`config.mk`:
```
export PLATFORM = sky130hd
export DESIGN_NAME = entropy_src_enable_ctrl
export DESIGN_NICKNAME = d
export VERILOG_FILES = /design/src/rtl/entropy_src_enable_ctrl.sv
export SDC_FILE = /design/constraint.sdc
export NUM_CORES = 1
export LEC_CHECK = 0
export CAP_MARGIN = 20
export CORE_AREA = 4 4 53 55
export DETAILED_ROUTE_END_ITERATION = 16
export DIE_AREA = 0 0 57 59
export DONT_BUFFER_PORTS = 1
export RECOVER_POWER = 100
export SLEW_MARGIN = 40
export SYNTH_ARGS = -nofsm -noshare
export SYNTH_HDL_FRONTEND = slang
export SYNTH_SLANG_ARGS = --single-unit
```
`constraint.sdc`:
```
create_clock -name clk_i -period 1.35 [get_ports clk_i]
set_input_delay 0.3375 -clock clk_i [delete_from_list [all_inputs] [get_ports clk_i]]
set_output_delay 0.3375 -clock clk_i [all_outputs]
set_load 0.05 [all_outputs]
```
`src/rtl/entropy_src_enable_ctrl.sv`:
```
// Initiator side of the entropy_src delayed-enable handshake: MuBi4 enable to request, drain, cooldown, lock/busy.
// Define ENTROPY_SRC_DISABLE_TIMEOUT_EN to add a disable-acknowledge timeout with a terminal ERROR state.
module entropy_src_enable_ctrl #(
  parameter int unsigned TimeoutW     = 8,
  parameter int unsigned MinOffCycles = 2
) (
  input  logic                clk_i,
  input  logic                rst_i,
  input  logic [3:0]          module_enable_i,
  input  logic                enable_ack_i,
  input  logic [TimeoutW-1:0] timeout_limit_i,
  output logic                enable_req_o,
  output logic                cfg_locked_o,
  output logic                busy_o,
  output logic                mubi_err_o,
  output logic                timeout_err_o
);

  localparam int unsigned       OffCntW    = 4;
  localparam logic [3:0]        MuBi4True  = 4'h6;
  localparam logic [3:0]        MuBi4False = 4'h9;
  localparam logic [OffCntW-1:0] OffLoad   = OffCntW'(MinOffCycles - 1);

  typedef enum logic [2:0] {
    IDLE     = 3'd0,
    ON_WAIT  = 3'd1,
    ACTIVE   = 3'd2,
    OFF_WAIT = 3'd3,
    COOLDOWN = 3'd4,
    ERROR    = 3'd5
  } state_e;

  state_e              state_q, state_d;
  logic [OffCntW-1:0]  off_cnt_q, off_cnt_d;
  logic                en_true;
  logic                mubi_valid;
  logic                timeout_hit;

  assign en_true    = (module_enable_i == MuBi4True);
  assign mubi_valid = en_true || (module_enable_i == MuBi4False);

`ifdef ENTROPY_SRC_DISABLE_TIMEOUT_EN
  logic [TimeoutW-1:0] to_cnt_q;
  logic                timeout_err_q;

  assign timeout_hit   = (timeout_limit_i != '0) && (to_cnt_q == timeout_limit_i);
  assign timeout_err_o = timeout_err_q;

  // Counts OFF_WAIT cycles with the ack still high; restarts on each entry, saturates.
  always_ff @(posedge clk_i or posedge rst_i) begin
    if (rst_i) begin
      to_cnt_q      <= '0;
      timeout_err_q <= 1'b0;
    end else begin
      if (state_d == OFF_WAIT && state_q != OFF_WAIT) begin
        to_cnt_q <= '0;
      end else if (state_q == OFF_WAIT && enable_ack_i && to_cnt_q != '1) begin
        to_cnt_q <= to_cnt_q + TimeoutW'(1);
      end
      if (state_d == ERROR) begin
        timeout_err_q <= 1'b1;
      end
    end
  end
`else
  logic unused_timeout_limit;

  assign unused_timeout_limit = ^timeout_limit_i;
  assign timeout_hit          = 1'b0;
  assign timeout_err_o        = 1'b0;
`endif

  // Next-state and cooldown counter.
  always_comb begin
    state_d   = state_q;
    off_cnt_d = off_cnt_q;
    case (state_q)
      IDLE: begin
        if (en_true && !enable_ack_i) state_d = ON_WAIT;
      end
      ON_WAIT: begin
        if (!en_true)          state_d = OFF_WAIT;
        else if (enable_ack_i) state_d = ACTIVE;
      end
      ACTIVE: begin
        if (!en_true) state_d = OFF_WAIT;
      end
      OFF_WAIT: begin
        if (!enable_ack_i) begin
          state_d   = COOLDOWN;
          off_cnt_d = OffLoad;
        end else if (timeout_hit) begin
          state_d = ERROR;
        end
      end
      COOLDOWN: begin
        // A rising ack here is a protocol violation: go back and drain again.
        if (enable_ack_i)            state_d = OFF_WAIT;
        else if (off_cnt_q == '0)    state_d = IDLE;
        else                         off_cnt_d = off_cnt_q - OffCntW'(1);
      end
      ERROR:   state_d = ERROR;
      default: state_d = IDLE;
    endcase
  end

  // Outputs are decoded from the next state so they align with the state register.
  always_ff @(posedge clk_i or posedge rst_i) begin
    if (rst_i) begin
      state_q      <= IDLE;
      off_cnt_q    <= '0;
      enable_req_o <= 1'b0;
      cfg_locked_o <= 1'b0;
      busy_o       <= 1'b0;
      mubi_err_o   <= 1'b0;
    end else begin
      state_q      <= state_d;
      off_cnt_q    <= off_cnt_d;
      enable_req_o <= (state_d == ON_WAIT) || (state_d == ACTIVE);
      cfg_locked_o <= (state_d != IDLE);
      busy_o       <= (state_d == OFF_WAIT) || (state_d == COOLDOWN);
      mubi_err_o   <= !mubi_valid;
    end
  end

endmodule

```
==> results of run 1 <==
-- state kept, by name (all words and copies together) (netlist names) --
signal / count
cfg_locked_o: 1
busy_o: 1
state_q: 3
enable_req_o: 1
off_cnt_q: 4
mubi_err_o: 1
-- cells by family after synthesis --
logic type | count (synthesis)
multiplexers | 3
other | 1
AO/OA/AOI/OAI | 15
flip-flops | 11
buffers and inverters | 9
adder cells (fa/ha/maj) | 2
AND/OR/NAND/NOR | 31
-- report_power, final --
part | switching [mW] | total, mW | internal (mW)
Sequential | 0.235 | 0.677 | 0.442
Combinational | 0.320 | 0.581 | 0.261
Clock | 0.132 | 0.242 | 0.110
Total | 0.687 | 1.50 | 0.813
-- placed cells by master, fill, tap and decap left out --
| cell type | n |
|---|---|
| nor3b_2 | 1 |
| o21ai_0 | 8 |
| ha_1 | 2 |
| nor2_1 | 6 |
| clkbuf_4 | 3 |
| conb_1 | 1 |
| nor3_1 | 4 |
| o211ai_1 | 2 |
| dfrtp_2 | 1 |
| nand2_4 | 1 |
| nand2_1 | 8 |
| o31ai_1 | 2 |
| nand3_1 | 1 |
| clkbuf_2 | 1 |
| a21oi_1 | 1 |
| or3_4 | 1 |
| nor4b_4 | 1 |
| nor2b_1 | 2 |
| clkinv_2 | 1 |
| dlygate4sd3_1 | 1 |
| buf_4 | 2 |
| and3_1 | 1 |
| mux2i_1 | 3 |
| and2_0 | 1 |
| inv_1 | 4 |
| nand2b_1 | 1 |
| nor4_2 | 1 |
| nand4bb_1 | 2 |
| o21a_1 | 1 |
| a31o_1 | 1 |
| dfrtp_1 | 10 |
-- timing repair --
item                                    in CTS  in global routing
endpoints found under the hold margin       11                  0
buffers inserted                             0                  0
hold buffers                                 1                  0
endpoints found under the setup margin       0                  2
resized for setup                            0                  3
-- per-stage QoR --
step / utilization [%] / std cells / hold WS (ns) / setup TNS [ns] / setup WS [ns]
floorplan: - / 72 / 0.190 / 0 / 0.126
global placement: 29.0 / 100 / 0.241 / 0 / 0.0915
detailed placement: 29.0 / 100 / 0.249 / 0 / 0.0573
CTS: 30.6 / 105 / 0.194 / 0 / 0.0481
global route: 31.0 / 105 / 0.204 / -0.0288 / -0.0288
finish: 31.0 / 105 / 0.208 / 0 / 0.0749
-- metal layers --
metal / routed length (um) / track usage [%] / up-vias / share of wire (%)
met5: 0 / 0 / - / 0
li1: - / - / 253 / -
met2: 669 / 13.2 / 11 / 48
met4: 51 / 7.62 / 0 / 3.7
met3: 65 / 2.61 / 7 / 4.7
met1: 595 / 9.73 / 260 / 43
-- path summary, 6_finish.rpt --
check / slack, ns / start / end
max: 0.07 / state_q[0] / off_cnt_q[3]
max reg2reg: 0.07 / state_q[0] / off_cnt_q[3]
min reg2reg: 0.52 / off_cnt_q[0] / off_cnt_q[0]
max in group asynchronous: 0.52 / rst_i / state_q[0]
min: 0.21 / enable_ack_i / state_q[1]
min in group asynchronous: 0.49 / rst_i / off_cnt_q[2]
-- worst reg2reg max path, cell delays in order (launching register included) --
cell     delay [ns]
dfrtp_2        0.45
nor4b_4        0.34
nand2_1        0.14
nor4_2         0.17
a31o_1         0.12
-- final cells by class --
type | count | area, um^2
sequential | 11 | 277
timing repair buffer | 4 | 30.0
fill | 256 | 1650
inverter | 4 | 15.0
multi-input combinational | 52 | 353
tap | 30 | 37.5
clock buffer | 3 | 22.5
clock inverter | 1 | 5.00
==> results.json, run 1 <==
{
  "status": "finished clean",
  "synth_fp_nets": 89,
  "start_kind": "flip-flop",
  "antenna_found_initial": 0,
  "synth_area_um2": 668,
  "ir_worst_vdd_uv": 733,
  "yosysWarnings": 0,
  "grt_pass1_vias": 492,
  "final_cell_area_um2": 739,
  "synth_top_area_share_pct": 41.2,
  "fp.dieW_um": 57,
  "vias": 531,
  "path_buf_inv": 0,
  "routed_via_density": 5.06,
  "io_pins": 20,
  "finalMaxSlewViolations": 0,
  "grt_pass1_wl_mm": 2.16,
  "drt_wl_total_mm": 1.38,
  "die_area_mm2": 0.00336,
  "synth_ff_type": "dfrtp_1",
  "dr.pass1.iters": 2,
  "cts_root_buf": "clkbuf_4",
  "yosysMostFrequentCell": "dfrtp_1",
  "path_depth": 4,
  "dp_hpwl_um": 980,
  "setup_viol": 0,
  "synth_cell_types": 28,
  "grt_overflow": 0,
  "async_flop_share_pct": 100,
  "fin_skew_ns": 0.00417,
  "initial_core_util_pct": 28.0,
  "cts.clk_slew.worst_paths_ns": 0.08,
  "fin_nets": 93,
  "cp.required_ns": 1.57,
  "synth_xor_area_share_pct": 0,
  "slowest_stage": "dfrtp_2",
  "area_delta_synth_final_pct": 10.7,
  "fmax_ghz": 0.784,
  "ant_nets": 0,
  "synthMuxAreaShare_pct": 4.49,
  "syn-instance-count": 72,
  "grt_max_degree": 13,
  "endpoint_kind": "flip-flop",
  "core_area_mm2": 0.00239,
  "h-tree-depth": 1,
  "synth-edff-count": 0,
  "synthAdderAreaFrac_pct": 3.75,
  "ys_seq_elements": 11,
  "drv_cap": 0,
  "io_buffers": 0,
  "drc": 0,
  "avgSynthCellArea_um2": 9.28,
  "min_period_over_period_pct": 94.4,
  "hold_path.class": "in -> reg",
  "die_h_um": 59,
  "seq_area_frac_synth_pct": 41.2,
  "synth_simple_gate_area_share_pct": 28.7,
  "synthTopCellsByCount": "11 x dfrtp_1, 8 x nand2_1, 8 x o21ai_0",
  "critPathMaxStageDelay_ns": 0.45,
  "track_usage_pct": 8.64,
  "synth_top_family_by_area": "simple AND/OR/NAND/NOR gates",
  "crit_arrival_ns": 1.50,
  "p_per_area_mw_per_mm2": 2030,
  "rows": 18,
  "synth_area_leaders": "dfrtp_1 41%, o21ai_0 6.0%, mux2i_1 4.5%",
  "crit_path_cell_trace": "nor4b_4 -> nand2_1 -> nor4_2 -> a31o_1",
  "cts_tree": "done",
  "r2r_cells": 4,
  "cts_buffers": 3,
  "synth_top_area_cell": "dfrtp_1",
  "hold_violations": 0,
  "insertion_delay_ns": 0.28,
  "holdPathStages": 2,
  "clockBufferDepth": 2,
  "place_area_um2": 692,
  "crit_family": "simple AND/OR/NAND/NOR gates",
  "drive_above_1_share_pct": 17.3,
  "diodes": 0,
  "leakage_nw": 0.320,
  "place_congestion": 0.771,
  "wl_per_cell_um": 13.1,
  "post-route-min-period_ns": 1.28,
  "power_mw": 1.50,
  "crit_type": "reg -> reg",
  "crit_fanout": 3,
  "synth_compound_area_share_pct": 13.7,
  "cts_sinks": 11,
  "drtIter0Drc": 9
}
Note: power is estimated with default switching activity, not from simulation.
==> inputs of run 2 (changes only) <==
Settings changed: CORE_AREA 4 4 53 55 to 8 8 57 59, DIE_AREA 0 0 57 59 to 0 0 65 67, SKIP_CTS_REPAIR_TIMING from default to 1.
==> results.json, run 2 (synthesis gave the netlist of run 1 again) <==
{
  "final_cell_area_um2": 741,
  "fin_skew_ns": 0.00541,
  "largest-register": "off_cnt_q",
  "grt_pass1_wl_mm": 2.18,
  "clkPwrFrac_pct": 14.8,
  "h-tree-depth": 1,
  "ant_nets": 0,
  "ir_worst_vdd_uv": 934,
  "insertion_delay_ns": 0.27,
  "fillCellCount": 258,
  "start_kind": "flip-flop",
  "worst_slack_ns": 0.0906,
  "post-route-min-period_ns": 1.26,
  "crit_fanout": 6,
  "endpoint_kind": "flip-flop",
  "die_area_mm2": 0.00436,
  "grt_overflow": 0,
  "pre_cts_ws_ns": 0.0575,
  "p_int_uw": 825,
  "cts_tree": "done",
  "drt_wl_total_mm": 1.32,
  "initial_core_util_pct": 28.3,
  "crit_type": "reg -> reg",
  "setup_viol": 0,
  "cts_buffers": 3,
  "grt_pass1_vias": 539,
  "largest_reg_flops": 4,
  "clockBufferDepth": 2,
  "grt_max_degree": 13,
  "reg_top3": "off_cnt_q: 4 flops, state_q: 3 flops",
  "cts_sinks": 11,
  "place_congestion": 0.769,
  "cp.required_ns": 1.57,
  "p_per_area_mw_per_mm2": 2030,
  "power.share.switching_pct": 45.0,
  "fin_nets": 94,
  "dr.pass1.iters": 4,
  "routed_via_density": 4.98,
  "multiInputGateArea_um2": 347,
  "hold_violations": 0,
  "drive_above_1_share_pct": 17.1,
  "whs_ns": 0.248,
  "antenna_found_initial": 0,
  "wl_per_cell_um": 12.5,
  "io_buffers": 0,
  "drc": 0,
  "final_common_cell": "dfrtp_1",
  "track_usage_pct": 6.66,
  "status": "finished clean",
  "fmax_ghz": 0.794,
  "drtIter0Drc": 5,
  "crit_arrival_ns": 1.48,
  "final_cell_mix": "10 x dfrtp_1, 8 x nand2_1, 8 x o21ai_0",
  "pwr-share-seq_pct": 46.0,
  "min_period_over_period_pct": 93.3,
  "leakage_nw": 0.323,
  "die_h_um": 67,
  "cts.clk_slew.worst_paths_ns": 0.07,
  "power.switching_uw": 675,
  "diodes": 0,
  "fp.dieW_um": 65,
  "regArea_um2": 277,
  "cts_root_buf": "clkbuf_4",
  "finalMaxSlewViolations": 0,
  "rsz0062_at_grt": "true",
  "core_area_mm2": 0.00236,
  "drv_cap": 0,
  "place_area_um2": 699,
  "dp_hpwl_mm": 1.02,
  "vias": 528,
  "combPwrFrac_pct": 39.2,
  "area_delta_synth_final_pct": 10.9,
  "rows": 18,
  "hold_path.class": "in -> reg",
  "io_pins": 20,
  "fin_setup_tns_ns": 0
}
-- run 2: cell count changes in the layout (fill, tap and decap cells not counted) --
cell	before	now
and2_0	1	0
and2_1	0	1
buf_4	2	3
nor4_1	0	1
nor4_2	1	0
-- run 2: area by class of cell --
type                            instances  area share [%]
Inverter                                4            2.03
Tap cell                               30            5.07
Clock buffer                            3            3.04
Timing Repair Buffer                    5            5.07
Clock inverter                          1           0.676
Sequential cell                        11            37.3
Multi-Input combinational cell         52            46.8
-- run 2: worst paths after layout --
kind | slack [ns] | depth (start not counted) | to | from
worst max-delay path | 0.09 | 4 | off_cnt_q[3] | state_q[0]
worst min-delay path | 0.25 | 2 | state_q[0] | enable_ack_i
worst max register to register | 0.09 | 4 | off_cnt_q[3] | state_q[0]
worst min register to register | 0.55 | 2 | off_cnt_q[1] | off_cnt_q[1]
max in group asynchronous | 0.54 | 2 | state_q[0] | rst_i
min in group asynchronous | 0.49 | 2 | off_cnt_q[3] | rst_i
-- run 2: worst max-delay path, stage by stage (launching register included) --
cell,delay [ns]
dfrtp_2,0.47
nor4b_4,0.32
nand2_1,0.11
nor4_1,0.17
a31o_1,0.14
-- run 2: metrics by stage --
stage,cells,utilization [%],total power [mW]
2_1_floorplan,72,-,1.15
3_3_place_gp,101,29.6,1.25
3_5_place_dp,101,29.6,1.28
4_1_cts,105,30.7,1.52
5_1_grt,106,31.3,1.61
6_report,106,31.3,1.50
-- run 2: power groups by stage --
| stage | Sequential (mW) | Combinational, mW | Clock [mW] |
|---|---|---|---|
| floorplan | 0.621 | 0.527 | 0 |
| global placement | 0.686 | 0.565 | 0 |
| detailed placement | 0.689 | 0.592 | 0 |
| CTS | 0.687 | 0.598 | 0.233 |
| global route | 0.703 | 0.666 | 0.245 |
| finish | 0.690 | 0.588 | 0.223 |
-- run 2: metal layers --
metal	vias to the layer above	track usage [%]	wire length, um
li1	257	-	-
met2	9	13.0	679
met1	257	5.32	527
met4	0	5.72	45
met3	5	1.85	71
met5	-	0	0
